**src/rtl/intr_controller_if.sv**
```systemverilog
// Purpose: bundles the interrupt source, mask, CPU handshake and status signals of intr_controller.
// Latency: none, this is only a signal bundle.
// Backpressure: intr_req stays high until intr_ack; each service is closed by an eoi pulse.
interface intr_controller_if #(
    parameter int N_SRC = 4,
    parameter int VEC_W = 2
);
    // Source and CPU side inputs to the controller
    logic [N_SRC-1:0] irq_in;
    logic             mask_wr;
    logic [N_SRC-1:0] mask_in;
    logic             intr_ack;
    logic             eoi;

    // Controller outputs, all registered
    logic             intr_req;
    logic [VEC_W-1:0] intr_vec;
    logic [N_SRC-1:0] pending;
    logic             busy;
    logic             timeout_flag;

    // The controller owns the request/status side
    modport master (
        input  irq_in, mask_wr, mask_in, intr_ack, eoi,
        output intr_req, intr_vec, pending, busy, timeout_flag
    );

    // Sources, mask writer and CPU drive the inputs and observe status
    modport slave (
        output irq_in, mask_wr, mask_in, intr_ack, eoi,
        input  intr_req, intr_vec, pending, busy, timeout_flag
    );
endinterface

```
**src/rtl/intr_controller.sv**
```systemverilog
// Purpose: prioritised interrupt controller. Edge-detects and latches requests, masks them, and
//          hands the lowest enabled index to the CPU one at a time (req/ack, then eoi).
// Latency: irq edge -> pending 1 cycle, pending -> intr_req 1 more cycle; eoi -> next req 1 cycle.
// Backpressure: intr_req held until intr_ack; no new request until eoi. Optional macro
//          INTR_TIMEOUT_EN adds an ack-wait timeout with a sticky timeout_flag.
module intr_controller #(
    parameter int N_SRC = 4,
    parameter int VEC_W = 2     // must equal $clog2(N_SRC)
`ifdef INTR_TIMEOUT_EN
    ,
    parameter int TIMEOUT = 64  // REQ cycles allowed before the request is withdrawn
`endif
) (
    input logic               sys_clk,
    input logic               reset,
    intr_controller_if.master bus
);

    typedef enum logic [1:0] {
        ST_IDLE    = 2'd0,
        ST_REQ     = 2'd1,
        ST_SERVICE = 2'd2
    } state_t;

    state_t           state_q, state_d;
    logic [N_SRC-1:0] irq_q, irq_d;          // previous-cycle irq_in levels
    logic [N_SRC-1:0] pending_q, pending_d;
    logic [N_SRC-1:0] mask_q, mask_d;
    logic             req_q, req_d;
    logic [VEC_W-1:0] vec_q, vec_d;
    logic             busy_q, busy_d;

    logic [N_SRC-1:0] irq_edge;
    logic [N_SRC-1:0] eligible;
    logic [N_SRC-1:0] ack_clr;
    logic [VEC_W-1:0] lowest_idx;
    logic             any_eligible;

`ifdef INTR_TIMEOUT_EN
    // Counter is at least 8 bits and wide enough to hold TIMEOUT
    localparam int CNT_W = ($clog2(TIMEOUT + 1) > 8) ? $clog2(TIMEOUT + 1) : 8;

    logic [CNT_W-1:0] cnt_q, cnt_d;
    logic             tflag_q, tflag_d;
`endif

    // Rising-edge detect, mask register load, and pending-bit set/clear (set wins)
    always_comb begin
        irq_d        = bus.irq_in;
        irq_edge     = bus.irq_in & ~irq_q;
        mask_d       = bus.mask_wr ? bus.mask_in : mask_q;
        pending_d    = (pending_q & ~ack_clr) | irq_edge;
        eligible     = pending_q & mask_q;
        any_eligible = |eligible;
    end

    // Priority encoder: index 0 wins, so scan from the top and let lower hits overwrite
    always_comb begin
        lowest_idx = '0;
        for (int i = N_SRC - 1; i >= 0; i--) begin
            if (eligible[i]) begin
                lowest_idx = VEC_W'(i);
            end
        end
    end

    // Next-state and registered-output logic of the request/service FSM
    always_comb begin
        state_d = state_q;
        req_d   = req_q;
        vec_d   = vec_q;
        busy_d  = busy_q;
        ack_clr = '0;
`ifdef INTR_TIMEOUT_EN
        cnt_d   = cnt_q;
        tflag_d = tflag_q;
`endif
        case (state_q)
            ST_IDLE: begin
                // intr_ack here is ignored; only pending & mask starts a request
                if (any_eligible) begin
                    vec_d   = lowest_idx;
                    req_d   = 1'b1;
                    busy_d  = 1'b1;
                    state_d = ST_REQ;
`ifdef INTR_TIMEOUT_EN
                    cnt_d   = '0;
`endif
                end
            end
            ST_REQ: begin
                // eoi is ignored while the CPU has not yet acknowledged
                if (bus.intr_ack) begin
                    ack_clr[vec_q] = 1'b1;
                    req_d          = 1'b0;
                    state_d        = ST_SERVICE;
                end
`ifdef INTR_TIMEOUT_EN
                // Withdraw the request but keep it pending so it is re-raised next cycle
                else if (cnt_q == CNT_W'(TIMEOUT - 1)) begin
                    req_d   = 1'b0;
                    busy_d  = 1'b0;
                    tflag_d = 1'b1;
                    state_d = ST_IDLE;
                end else begin
                    cnt_d = cnt_q + 1'b1;
                end
`endif
            end
            ST_SERVICE: begin
                // vec held for the ISR; new edges keep latching into pending meanwhile
                if (bus.eoi) begin
                    busy_d  = 1'b0;
                    state_d = ST_IDLE;
                end
            end
            default: begin
                req_d   = 1'b0;
                busy_d  = 1'b0;
                state_d = ST_IDLE;
            end
        endcase
    end

    // State and datapath registers with synchronous reset
    always_ff @(posedge sys_clk) begin
        if (reset) begin
            state_q   <= ST_IDLE;
            irq_q     <= '0;
            pending_q <= '0;
            mask_q    <= '0;
            req_q     <= 1'b0;
            vec_q     <= '0;
            busy_q    <= 1'b0;
        end else begin
            state_q   <= state_d;
            irq_q     <= irq_d;
            pending_q <= pending_d;
            mask_q    <= mask_d;
            req_q     <= req_d;
            vec_q     <= vec_d;
            busy_q    <= busy_d;
        end
    end

`ifdef INTR_TIMEOUT_EN
    // Ack-wait counter and sticky timeout flag
    always_ff @(posedge sys_clk) begin
        if (reset) begin
            cnt_q   <= '0;
            tflag_q <= 1'b0;
        end else begin
            cnt_q   <= cnt_d;
            tflag_q <= tflag_d;
        end
    end

    assign bus.timeout_flag = tflag_q;
`else
    assign bus.timeout_flag = 1'b0;
`endif

    assign bus.intr_req = req_q;
    assign bus.intr_vec = vec_q;
    assign bus.pending  = pending_q;
    assign bus.busy     = busy_q;

endmodule

```
**src/flat_wrapper.sv**
```systemverilog
// flat-port wrapper written by rule: the top's interface ports become plain ports
module intr_controller_flat 
#(
    parameter int N_SRC = 4,
    parameter int VEC_W = 2                                

)
  (sys_clk, reset, bus_irq_in, bus_mask_wr, bus_mask_in, bus_intr_ack, bus_eoi, bus_intr_req, bus_intr_vec, bus_pending, bus_busy, bus_timeout_flag);
  intr_controller_if #(.N_SRC(N_SRC), .VEC_W(VEC_W)) bus_i ();
  input logic sys_clk;
  input logic reset;
  input wire logic [$bits(bus_i.irq_in)-1:0] bus_irq_in;
  input wire logic [$bits(bus_i.mask_wr)-1:0] bus_mask_wr;
  input wire logic [$bits(bus_i.mask_in)-1:0] bus_mask_in;
  input wire logic [$bits(bus_i.intr_ack)-1:0] bus_intr_ack;
  input wire logic [$bits(bus_i.eoi)-1:0] bus_eoi;
  output wire logic [$bits(bus_i.intr_req)-1:0] bus_intr_req;
  output wire logic [$bits(bus_i.intr_vec)-1:0] bus_intr_vec;
  output wire logic [$bits(bus_i.pending)-1:0] bus_pending;
  output wire logic [$bits(bus_i.busy)-1:0] bus_busy;
  output wire logic [$bits(bus_i.timeout_flag)-1:0] bus_timeout_flag;
  assign bus_i.irq_in = bus_irq_in;
  assign bus_i.mask_wr = bus_mask_wr;
  assign bus_i.mask_in = bus_mask_in;
  assign bus_i.intr_ack = bus_intr_ack;
  assign bus_i.eoi = bus_eoi;
  assign bus_intr_req = bus_i.intr_req;
  assign bus_intr_vec = bus_i.intr_vec;
  assign bus_pending = bus_i.pending;
  assign bus_busy = bus_i.busy;
  assign bus_timeout_flag = bus_i.timeout_flag;
  intr_controller #(.N_SRC(N_SRC), .VEC_W(VEC_W)) u_core (.sys_clk(sys_clk), .reset(reset), .bus(bus_i));
endmodule
```
**config.mk**
```make
export PLATFORM = sky130hd
export DESIGN_NAME = intr_controller_flat
export DESIGN_NICKNAME = d
export VERILOG_FILES = /design/src/rtl/intr_controller_if.sv /design/src/rtl/intr_controller.sv /design/src/flat_wrapper.sv
export SDC_FILE = /design/constraint.sdc
export NUM_CORES = 1
export LEC_CHECK = 0
export ABC_AREA = 1
export CAP_MARGIN = 15
export CORE_UTILIZATION = 47
export CTS_BUF_LIST = sky130_fd_sc_hd__clkbuf_8
export DETAILED_ROUTE_END_ITERATION = 16
export PLACE_DENSITY = 0.8
export SETUP_SLACK_MARGIN = 0.15
export SYNTH_ARGS = -nofsm -noshare
export SYNTH_HDL_FRONTEND = slang
export SYNTH_SLANG_ARGS = --single-unit
```
**constraint.sdc**
```tcl
create_clock -name sys_clk -period 1.3 [get_ports sys_clk]
set_clock_uncertainty 0.15 [all_clocks]
set_input_delay 0.26 -clock sys_clk [delete_from_list [all_inputs] [get_ports sys_clk]]
set_output_delay 0.26 -clock sys_clk [all_outputs]
set_load 0.01 [all_outputs]
```
==> run summary <==
The number of vias per cell after detailed routing came out at 5.09. For this design, the slowest cell found on the critical path is sky130_fd_sc_hd__dfxtp_2. The flow ran to the end, and the final reports show no timing, DRC or antenna violations. The synthesized netlist occupies a cell area of 746 um^2. The floorplan has 14 rows.

The final-report max-slew violation count came to 0. The time the final worst path needs with I/O delays and setup came out at 1240 ps. The cell at the root of the clock tree is sky130_fd_sc_hd__clkbuf_8. The number of clock sinks came out at 18. The critical path is of the register to register type.

The number of antenna violations at the first check in global routing is 0. The post-synthesis cell type count is 18. The total buffers and inverters traversed by the critical path is 1. The static leakage came out at 0.584 nW. The pre-CTS worst setup slack came out at -154 ps.

The count of buffers from port buffering came out at 20. The vertical die dimension came out at 41.8 um. Counting the buffers created by CTS gives 3. The total global routing track utilization came out at 0.231. The tightest min-delay check is of the input pin to register type. The cell count after synthesis came out at 99. The count of boundary I/O pins came out at 22.

The initial utilization of the core area, before any placement, comes to 0.501. In this run the number of H-tree levels came out at 1. The die covers 1750 um^2. The die extent in x came out at 41.8 um. In this run the worst path has a maximum fanout of 5. The final critical-path share of the clock period came out at 0.957. The floorplan step defined a core boundary enclosing 1490 um^2. The total detailed-routing wirelength is 1790 um. After the last flow step, the layout net total stands at 147. The number of cells after detailed placement came out at 142. The startpoint identified for the worst register-to-register timing path is u_core.bus.pending[0]$_SDFF_PP0_. The wire length per cell is 12.1 um.

The count of state elements after synthesis is 18. The required time reported for the critical path endpoint is 1300 ps. STA classifies the critical path startpoint as a register. The post-route antenna net violation count is 0. The area added between synthesis and finish is 55.5%.

The number of hold buffers added after CTS was 0. Across the run, the number of max-cap violations was 0. The wire length of the first global-routing pass came out at 3040 um. The final number of hold-violating endpoints came out at 0. The clock edge transition at the registers on the reported setup and hold paths is 60 ps.

Setup repair after global routing could not meet its margin everywhere. The mean cell area of the mapped netlist came out at 7.53 um^2. The setup slack of the critical path after layout came out at 56.3 ps. The worst setup path is captured at a register. The total via count in the routed design came out at 753. IR analysis of the VDD net gives a maximum drop of 0.000841 V. Leaving out fill and tap cells, the most frequent cell in the layout is sky130_fd_sc_hd__nand2_1. The estimated wirelength of the detail-placed design came out at 1220 um.

After the first detailed-routing iteration, the DRC count stood at 21. The highest achievable clock rate is 804 MHz. TritonCTS built the clock tree. The power density over the cells is 1170 nW/um^2.

The portion of the post-synthesis area used by sequential elements came out at 0.483. The library cells used most frequently in the layout, excluding fill and tap cells, are sky130_fd_sc_hd__nand2_1 (17), sky130_fd_sc_hd__inv_1 (12), sky130_fd_sc_hd__dfxtp_1 (12). The number of setup violations in the final report is 0. The tightest hold margin is 256 ps.

After the flow finishes, the layout carries non-filler instances totaling 148. For this run, the slowest stage of the critical path takes 330 ps. The total global routing overflow came out at 0. The latest clock arrival within the worst-skew pair is 250 ps. The arrival time reported for the critical path endpoint came out at 1240 ps. The diode insertion count for antenna repair came out at 0. In the final layout, the share of cells above drive strength 1 is 0.402.

The residual DRC count came out at 0. Tracing the worst setup path back leads to its startpoint at u_core.bus.pending[0]$_SDFF_PP0_. Measured on the finished design, the core utilization comes to 0.779. The total nets after synthesis is 112.

The top cell family by delay on the critical path is flip-flops. The buffer levels on the longest clock path is 2. The startpoint identified for the worst hold timing path is bus_intr_ack. The via count of the first global-routing pass is 685.

During synthesis, Yosys emitted a total of 0 warnings. The pin count of the biggest net entering global routing came out at 13. The critical path goes through buf_6 > nand2_4 > nand2_4 > o21ai_4 > nand2_2 > nand2_2 > nor2_2.

Routability-driven placement finished with a final weighted congestion of 0.785. The count of TritonRoute iterations in the first routing pass is 5.
[layout make-up]
cell class	count	area, um^2
Tap cell	16	20.0
Clock buffer	3	41.3
Multi-Input combinational cell	63	390
Sequential cell	18	368
Fill cell	99	329
Timing Repair Buffer	32	280
Inverter	16	60.1
[state kept, by name (all words and copies together), names as in the netlist]
name / flops
u_core.bus.busy: 1
u_core.bus.intr_req: 1
u_core.bus.intr_vec: 2
u_core.bus.pending: 4
u_core.irq_q: 4
u_core.mask_q: 4
u_core.state_q: 2
[cells in the mapped netlist]
master                      n  area share
sky130_fd_sc_hd__o22ai_1    4       0.034
sky130_fd_sc_hd__nand2_4    1       0.015
sky130_fd_sc_hd__o21ai_0    4       0.027
sky130_fd_sc_hd__a211oi_1   1       0.010
sky130_fd_sc_hd__nand2_1   24        0.12
sky130_fd_sc_hd__conb_1     1      0.0050
sky130_fd_sc_hd__nor3_1     4       0.027
sky130_fd_sc_hd__dfxtp_1   18        0.48
sky130_fd_sc_hd__o21ai_4    1       0.022
sky130_fd_sc_hd__nand2_2    4       0.034
sky130_fd_sc_hd__nand3b_1   2       0.020
sky130_fd_sc_hd__nand3_1    1      0.0067
sky130_fd_sc_hd__inv_2      4       0.020
sky130_fd_sc_hd__nor2_1     9       0.045
sky130_fd_sc_hd__inv_1     12       0.060
sky130_fd_sc_hd__buf_4      2       0.020
sky130_fd_sc_hd__a21oi_1    5       0.034
sky130_fd_sc_hd__nor2_2     2       0.017
[kinds of logic after synthesis]
group                  count (synthesis)  synth area share
AO/OA/AOI/OAI                         15             0.126
buffers and inverters                 18             0.101
flip-flops                            18             0.483
other                                  1           0.00503
AND/OR/NAND/NOR                       47             0.285
[metal layers]
metal  vias to the layer above  routed length [um]  GRT usage
li1                        377                   -          -
met3                         5                  67     0.0565
met4                         0                  28      0.110
met1                       354                 745      0.292
met5                         -                   0          0
met2                        17                 945      0.369
[worst reg2reg max path, cell delays in order (launching register included)]
cell	delay [ps]
sky130_fd_sc_hd__dfxtp_2	330
sky130_fd_sc_hd__buf_6	110
sky130_fd_sc_hd__nand2_4	70
sky130_fd_sc_hd__nand2_4	70
sky130_fd_sc_hd__o21ai_4	220
sky130_fd_sc_hd__nand2_2	90
sky130_fd_sc_hd__nand2_2	70
sky130_fd_sc_hd__nor2_2	30
[timing repair]
item,in CTS,in global routing
cloned,0,0
gates resized for setup,46,16
pin swaps,4,6
setup endpoints to repair,15,9
setup buffers,1,2
[final timing paths]
check / endpoint / slack (ps) / depth (start not counted)
setup / recovery: u_core.bus.intr_vec[0]$_SDFFE_PP0P_ / 60 / 7
hold reg to reg: u_core.bus.pending[3]$_SDFF_PP0_ / 270 / 1
hold / removal: u_core.state_q[0]$_SDFFE_PP0P_ / 260 / 3
setup reg to reg: u_core.bus.intr_vec[0]$_SDFFE_PP0P_ / 60 / 7
[metrics by stage]
stage	TNS [ps]	area, um^2	total power, mW
6_report	0	1160	1.35
5_1_grt	0	1160	1.42
4_1_cts	0	1100	1.32
3_5_place_dp	-897	1030	0.942
3_3_place_gp	-640	1030	0.934
2_1_floorplan	0	746	0.786
[power by group]
part	internal [mW]	switching, mW
Clock	0.206	0.175
Sequential	0.604	0.0300
Combinational	0.161	0.177
(Power assumes the default switching activity.)
